### src/rtl/vga_pkg.sv
// Shared VGA coordinate type and 800x600@60 raster timing (40 MHz pixel clock).
package vga_pkg;

    typedef logic [10:0] vga_coord_t;

    localparam vga_coord_t HOR_PIXELS      = 11'd800;
    localparam vga_coord_t VER_PIXELS      = 11'd600;

    localparam vga_coord_t HOR_TOTAL_TIME  = 11'd1056;
    localparam vga_coord_t HOR_BLANK_START = 11'd800;
    localparam vga_coord_t HOR_SYNC_START  = 11'd840;
    localparam vga_coord_t HOR_SYNC_TIME   = 11'd128;

    localparam vga_coord_t VER_TOTAL_TIME  = 11'd628;
    localparam vga_coord_t VER_BLANK_START = 11'd600;
    localparam vga_coord_t VER_SYNC_START  = 11'd601;
    localparam vga_coord_t VER_SYNC_TIME   = 11'd4;

    localparam logic [11:0] RGB_BLACK      = 12'h000;

endpackage

### src/rtl/vga_if.sv
// Raster bundle passed between display pipeline stages.
interface vga_if;
    import vga_pkg::*;

    vga_coord_t  hcount;
    vga_coord_t  vcount;
    logic        hsync;
    logic        vsync;
    logic        hblnk;
    logic        vblnk;
    logic [11:0] rgb;

    modport out (output hcount, vcount, hsync, vsync, hblnk, vblnk, rgb);
    modport in  (input  hcount, vcount, hsync, vsync, hblnk, vblnk, rgb);

endinterface

### src/rtl/vga_axis_counter.sv
// One raster axis: wrapping counter plus registered blank/sync window flags.
module vga_axis_counter
    import vga_pkg::*;
#(
    parameter vga_coord_t TOTAL       = HOR_TOTAL_TIME,
    parameter vga_coord_t BLANK_START = HOR_BLANK_START,
    parameter vga_coord_t SYNC_START  = HOR_SYNC_START,
    parameter vga_coord_t SYNC_TIME   = HOR_SYNC_TIME
) (
    input  logic       clk,
    input  logic       rst,
    input  logic       adv_i,
    output vga_coord_t cnt_o,
    output logic       blank_o,
    output logic       sync_o,
    output logic       wrap_o
);

    vga_coord_t cnt_q, cnt_d;
    logic       blank_q, blank_d;
    logic       sync_q, sync_d;

    assign wrap_o = adv_i && (cnt_q == TOTAL - 11'd1);

    // Flags are derived from the next count so they land in the same edge as it.
    always_comb begin
        cnt_d = cnt_q;
        if (adv_i) begin
            cnt_d = wrap_o ? '0 : cnt_q + 11'd1;
        end
        blank_d = (cnt_d >= BLANK_START);
        sync_d  = (cnt_d >= SYNC_START) && (cnt_d < SYNC_START + SYNC_TIME);
    end

    always_ff @(posedge clk) begin
        if (rst) begin
            cnt_q   <= '0;
            blank_q <= 1'b0;
            sync_q  <= 1'b0;
        end else begin
            cnt_q   <= cnt_d;
            blank_q <= blank_d;
            sync_q  <= sync_d;
        end
    end

    assign cnt_o   = cnt_q;
    assign blank_o = blank_q;
    assign sync_o  = sync_q;

endmodule

### src/rtl/vga_timing_gen.sv
// VGA raster timing source with frame-start strobe.
// Optional completed-frame counter output enabled by VGA_TIMING_FRAME_CNT_EN.
module vga_timing_gen
    import vga_pkg::*;
(
    input  logic        clk,
    input  logic        rst,
    input  logic        en,
    vga_if.out          out,
    output logic        frame_start
`ifdef VGA_TIMING_FRAME_CNT_EN
    ,
    output logic [15:0] frame_cnt
`endif
);

    vga_coord_t hcount, vcount;
    logic       hblnk, hsync, h_wrap;
    logic       vblnk, vsync, v_wrap;
    logic       frame_start_q, frame_start_d;

    vga_axis_counter #(
        .TOTAL       (HOR_TOTAL_TIME),
        .BLANK_START (HOR_BLANK_START),
        .SYNC_START  (HOR_SYNC_START),
        .SYNC_TIME   (HOR_SYNC_TIME)
    ) u_hcnt (
        .clk     (clk),
        .rst     (rst),
        .adv_i   (en),
        .cnt_o   (hcount),
        .blank_o (hblnk),
        .sync_o  (hsync),
        .wrap_o  (h_wrap)
    );

    // The vertical axis only steps on the horizontal wrap, so its wrap is the frame wrap.
    vga_axis_counter #(
        .TOTAL       (VER_TOTAL_TIME),
        .BLANK_START (VER_BLANK_START),
        .SYNC_START  (VER_SYNC_START),
        .SYNC_TIME   (VER_SYNC_TIME)
    ) u_vcnt (
        .clk     (clk),
        .rst     (rst),
        .adv_i   (h_wrap),
        .cnt_o   (vcount),
        .blank_o (vblnk),
        .sync_o  (vsync),
        .wrap_o  (v_wrap)
    );

    always_comb begin
        frame_start_d = frame_start_q;
        if (en) begin
            frame_start_d = v_wrap;
        end
    end

    always_ff @(posedge clk) begin
        if (rst) begin
            frame_start_q <= 1'b0;
        end else begin
            frame_start_q <= frame_start_d;
        end
    end

`ifdef VGA_TIMING_FRAME_CNT_EN
    logic [15:0] frame_cnt_q, frame_cnt_d;

    always_comb begin
        frame_cnt_d = frame_cnt_q;
        if (v_wrap) begin
            frame_cnt_d = frame_cnt_q + 16'd1;
        end
    end

    always_ff @(posedge clk) begin
        if (rst) begin
            frame_cnt_q <= '0;
        end else begin
            frame_cnt_q <= frame_cnt_d;
        end
    end

    assign frame_cnt = frame_cnt_q;
`endif

    assign frame_start = frame_start_q;
    assign out.hcount  = hcount;
    assign out.vcount  = vcount;
    assign out.hsync   = hsync;
    assign out.vsync   = vsync;
    assign out.hblnk   = hblnk;
    assign out.vblnk   = vblnk;
    assign out.rgb     = RGB_BLACK;

endmodule

### src/flat_wrapper.sv
// flat-port wrapper written by rule: the top's interface ports become plain ports
module vga_timing_gen_flat import vga_pkg::*;
  (clk, rst, en, frame_start, out_hcount, out_vcount, out_hsync, out_vsync, out_hblnk, out_vblnk, out_rgb);
  vga_if out_i ();
  input  logic clk;
  input  logic rst;
  input  logic en;
  output logic frame_start;
  output wire logic [$bits(out_i.hcount)-1:0] out_hcount;
  output wire logic [$bits(out_i.vcount)-1:0] out_vcount;
  output wire logic [$bits(out_i.hsync)-1:0] out_hsync;
  output wire logic [$bits(out_i.vsync)-1:0] out_vsync;
  output wire logic [$bits(out_i.hblnk)-1:0] out_hblnk;
  output wire logic [$bits(out_i.vblnk)-1:0] out_vblnk;
  output wire logic [$bits(out_i.rgb)-1:0] out_rgb;
  assign out_hcount = out_i.hcount;
  assign out_vcount = out_i.vcount;
  assign out_hsync = out_i.hsync;
  assign out_vsync = out_i.vsync;
  assign out_hblnk = out_i.hblnk;
  assign out_vblnk = out_i.vblnk;
  assign out_rgb = out_i.rgb;
  vga_timing_gen u_core (.clk(clk), .rst(rst), .en(en), .out(out_i), .frame_start(frame_start));
endmodule
### config.mk
export PLATFORM = sky130hd
export DESIGN_NAME = vga_timing_gen_flat
export DESIGN_NICKNAME = d
export VERILOG_FILES = /design/src/rtl/vga_pkg.sv /design/src/rtl/vga_if.sv /design/src/rtl/vga_axis_counter.sv /design/src/rtl/vga_timing_gen.sv /design/src/flat_wrapper.sv
export SDC_FILE = /design/constraint.sdc
export NUM_CORES = 1
export LEC_CHECK = 0
export BUFFER_PORTS_ARGS = -buffer_cell sky130_fd_sc_hd__buf_2
export CAP_MARGIN = 10
export CORE_MARGIN = 5
export CORE_UTILIZATION = 50
export DETAILED_ROUTE_END_ITERATION = 10
export PLACE_DENSITY = 0.76
export SLEW_MARGIN = 5
export SYNTH_ARGS = -nofsm -noshare
export SYNTH_HDL_FRONTEND = slang
export SYNTH_HIERARCHICAL = 1
export SYNTH_SLANG_ARGS = --single-unit
### constraint.sdc
create_clock -name clk -period 3.4 [get_ports clk]
set_input_delay 1.02 -clock clk [delete_from_list [all_inputs] [get_ports clk]]
set_output_delay 1.02 -clock clk [all_outputs]
set_load 0.03 [all_outputs]
==> summary.md <==
| Metric | Value |
|---|---|
| Outcome | finished clean |
| DR vias | approximately 1400 |
| Detail-routed via count per cell | roughly 5.4 |
| Wire length per cell after detailed routing | between 10 and 15 um |
| Area of the die | between 0.004 and 0.005 mm^2 |
| Yosys reg bits | 27 |
| CTS Root Cell | sky130_fd_sc_hd__clkbuf_4 |
| Post-route setup TNS | 0 ns |
| Global-route wire length before repair | between 5 and 6 mm |
| Classification of the worst-slack hold path | reg2reg |
| Comb pwr share | under 10% |
| Critical Path RT | about 3.6 ns |
| Clock Path Buffers | 2 |
| Dpl hpwl | approximately 2.6 mm |
| Post-route core utilization | a little over half |
| Sequential share of the synthesized area | about 32% |
| FMAX | 0.324 GHz |
| Design Power | a little over 0.5 mW |
| Die Y-Extent | 67.9 um |
| Initial antenna violation count | 0 |
| Maximum number of pins on one net before global-route repair | 28 |
| Global placer's final weighted congestion | roughly 0.95 |
| Combined area of all synthesized cells | about 0.0017 mm^2 |
| Startpoint types | register |
| Count of routing violations after the opening detailed-route iteration | between 100 and 150 |
| Final Hold Fails | 0 |
| Starting density of the core | between 50% and 60% |
| Static leakage | 0.782 nW |
| Router iterations before antenna repair | 4 |
| Worst slack, placed | around 0.24 ns |
| Clock power share | 27.0% |
| Proportion of register bits with asynchronous set or reset after synthesis | 0% |
| Max_cap viols | 0 |
| Critical Setup Path Class | reg2reg |
| Transition time at the pin with the least slew margin | around 0.54 ns |
| Sinks on Clock Net | 27 |
| Power per cell area | approximately 290 mW/mm^2 |
| Finished layout cell area | 0.00178 mm^2 |
| Post-Syn Instances | 194 |
| Worst VDD drop | between 0.1 and 0.15 mV |
| Max stage delay on crit path | approximately 0.48 ns |
| Global route overflow | 0 |
| Clock tree from TritonCTS | done |
| CP endpoint kind | register |
| Postcts setup bufs | 0 |
| Final count of negative-setup-slack endpoints | 0 |
| Via count of the first global-routing pass | 1297 |
| Number of placed cells counting well taps | roughly 260 |
| Post-Route Skew | 0.00433 ns |
| Fraction of power spent switching nets | a little over a quarter |
| Fraction of final layout cells with drive strength greater than 1 | about a fifth |
| Unrepaired setup endpoints after global routing | false |
| Relative slew slack | between 60% and 70% |
| Placement row count | 21 |
| Number of remaining DRC errors | 0 |
| Number of flops mapped to enable cells by yosys | 0 |
| Worst-skew pair later-pin latency | about 0.32 ns |
| X dimension of the die | 67.9 um |
| Post-cts hold buffer count | 0 |
| Signal arrival time at the worst endpoint | between 3 and 4 ns |
| DRT Wirelength | 3.48 mm |
| Final worst path period share | approximately 91% |
| Most instantiated flip-flop cell in the synthesis netlist | sky130_fd_sc_hd__dfxtp_1 |
| Post-CTS sizing | 0 |
| Final Non-Filler Cells | 266 |
| Core Box Area | ~0.0033 mm^2 |
| Quantity of I/O buffers inserted on ports | 29 |
| Clock-pin slew reported for the worst setup and hold paths after clock tree synthesis | 0.15 ns |
| # H-tree levels | 1 |
| Cell Area, Placed | ~0.0018 mm^2 |
| Global routing usage summed across all routing layers | 16.1% |
| Count of warnings emitted by yosys | 6 |
| Worst hold margin | 0.513 ns |
| Net Switching | around 0.14 mW |
| Cell variety after synth | 49 |
| Internal cell power | between 0.3 and 0.4 mW |
| Final Max Slew Viols | 0 |
| Final critical-path setup slack | approximately 0.32 ns |
| Layout area overhead | 6.50% |
| Diodes inserted | 0 |
| Cts bufs inserted | 3 |
| Top-level I/O count | 42 |
| Critical Path, Cell by Cell | ha_1, nand4_1, nor3_4, and4_1, nand4_4, nand4bb_1, a221o_1, nor4_2 |
| Seq pwr share | a little under two thirds |
| Count of nets after finishing | roughly 230 |
| Synthesized area divided by synthesized cell count | ~8.6 um^2 |
| Largest fanout on the critical path | 9 |
| Antenna viol nets, final | 0 |
| Cell with the biggest individual delay on the critical path | sky130_fd_sc_hd__dfxtp_1 |
| Min Tclk post-route | between 3 and 4 ns |
## final cells by class
| type | instances | area [um^2] |
|---|---|---|
| Sequential cell | 27 | 541 |
| Timing Repair Buffer | 31 | 160 |
| Clock buffer | 3 | 22.5 |
| Clock inverter | 1 | 5.00 |
| Inverter | 5 | 18.8 |
| Multi-Input combinational cell | 153 | 980 |
| Tap cell | 46 | 57.6 |
| Fill cell | 314 | 1500 |
## kinds of logic after synthesis
| family | count (synthesis) | synth area share [%] |
|---|---|---|
| compound gates | 30 | 12.8 |
| flops | 27 | 32.3 |
| fa+ha+maj | 2 | 1.49 |
| mux | 2 | 1.19 |
| other cells | 1 | 0.224 |
| buf+inv | 25 | 11.7 |
| xor+xnor | 17 | 8.89 |
| simple gates | 90 | 31.4 |
## Yosys cell counts (2+ instances only)
library cell / number / share of area [%]
sky130_fd_sc_hd__o21a_1: 2 / 0.90
sky130_fd_sc_hd__xnor2_1: 6 / 3.1
sky130_fd_sc_hd__nor2_1: 23 / 5.2
sky130_fd_sc_hd__and3_1: 2 / 0.75
sky130_fd_sc_hd__o32ai_1: 3 / 1.6
sky130_fd_sc_hd__nand4_1: 4 / 1.5
sky130_fd_sc_hd__nor3_1: 13 / 3.9
sky130_fd_sc_hd__inv_1: 5 / 1.1
sky130_fd_sc_hd__nand3_1: 8 / 2.4
sky130_fd_sc_hd__nand2_1: 13 / 2.9
sky130_fd_sc_hd__mux2i_1: 2 / 1.2
sky130_fd_sc_hd__and3_2: 3 / 1.3
sky130_fd_sc_hd__xor2_1: 11 / 5.8
sky130_fd_sc_hd__a211o_1: 2 / 1.0
sky130_fd_sc_hd__clkbuf_1: 2 / 0.45
sky130_fd_sc_hd__nor4_2: 2 / 1.5
sky130_fd_sc_hd__buf_4: 15 / 6.7
sky130_fd_sc_hd__a221oi_1: 2 / 1.0
sky130_fd_sc_hd__nor2b_1: 5 / 1.9
sky130_fd_sc_hd__a21oi_1: 11 / 3.3
sky130_fd_sc_hd__a21o_1: 2 / 0.90
sky130_fd_sc_hd__nor4_1: 2 / 0.75
sky130_fd_sc_hd__dfxtp_1: 27 / 32
sky130_fd_sc_hd__and2_1: 3 / 1.1
sky130_fd_sc_hd__ha_1: 2 / 1.5
## metal layers
metal	routed length, um	vias up	track usage, %
li1	-	725	-
met1	1780	671	23.1
met2	1480	36	24.8
met3	208	2	3.28
met4	13	0	3.23
met5	0	-	0
## flip-flops by register name, summed over array words and instances (netlist names)
signal	flops
u_core/u_hcnt/cnt_o	11
u_core/u_hcnt/sync_o	1
u_core/u_hcnt/blank_o	1
u_core/u_vcnt/sync_o	1
u_core/u_vcnt/blank_o	1
u_core/frame_start	1
u_core/u_vcnt/cnt_o	11
## power groups by stage
stage                     Combinational, mW  Clock (mW)  Sequential (mW)
after floorplan                      0.0466           0            0.336
after global placement               0.0463           0            0.331
after detailed placement             0.0466           0            0.332
after CTS                            0.0467       0.142            0.325
after global routing                 0.0503       0.157            0.326
final                                0.0469       0.137            0.325
## cell usage in the layout (no fill, tap or decap), types with 2 or more instances in the layout
master / n
sky130_fd_sc_hd__buf_4: 2
sky130_fd_sc_hd__a21o_1: 2
sky130_fd_sc_hd__nor4_2: 2
sky130_fd_sc_hd__nand3_1: 8
sky130_fd_sc_hd__conb_1: 12
sky130_fd_sc_hd__o21a_1: 2
sky130_fd_sc_hd__nand4_1: 4
sky130_fd_sc_hd__mux2i_1: 2
sky130_fd_sc_hd__nor3_1: 13
sky130_fd_sc_hd__a221oi_1: 2
sky130_fd_sc_hd__nor2b_1: 5
sky130_fd_sc_hd__nor4_1: 2
sky130_fd_sc_hd__a211o_1: 2
sky130_fd_sc_hd__clkbuf_4: 3
sky130_fd_sc_hd__nor2_1: 23
sky130_fd_sc_hd__o32ai_1: 3
sky130_fd_sc_hd__ha_1: 2
sky130_fd_sc_hd__a21oi_1: 11
sky130_fd_sc_hd__and2_1: 3
sky130_fd_sc_hd__buf_2: 29
sky130_fd_sc_hd__xnor2_1: 6
sky130_fd_sc_hd__and3_2: 3
sky130_fd_sc_hd__dfxtp_1: 27
sky130_fd_sc_hd__inv_1: 5
sky130_fd_sc_hd__xor2_1: 11
sky130_fd_sc_hd__nand2_1: 13
sky130_fd_sc_hd__and3_1: 2
## final timing paths
kind                               start                    to  slack [ns]  cells after the start
setup / recovery  u_core/u_hcnt/cnt_o[0]  u_core/u_vcnt/sync_o        0.32                      8
hold / removal        u_core/frame_start    u_core/frame_start        0.51                      2
setup reg to reg  u_core/u_hcnt/cnt_o[0]  u_core/u_vcnt/sync_o        0.32                      8
hold reg to reg       u_core/frame_start    u_core/frame_start        0.51                      2
## critical path: cells and delay by family, from the launching register on
kind            cells  cell delay (ns)
compound gates      1             0.39
flops               1             0.48
fa+ha+maj           1             0.36
simple gates        6             1.79
(Power assumes the default switching activity.)
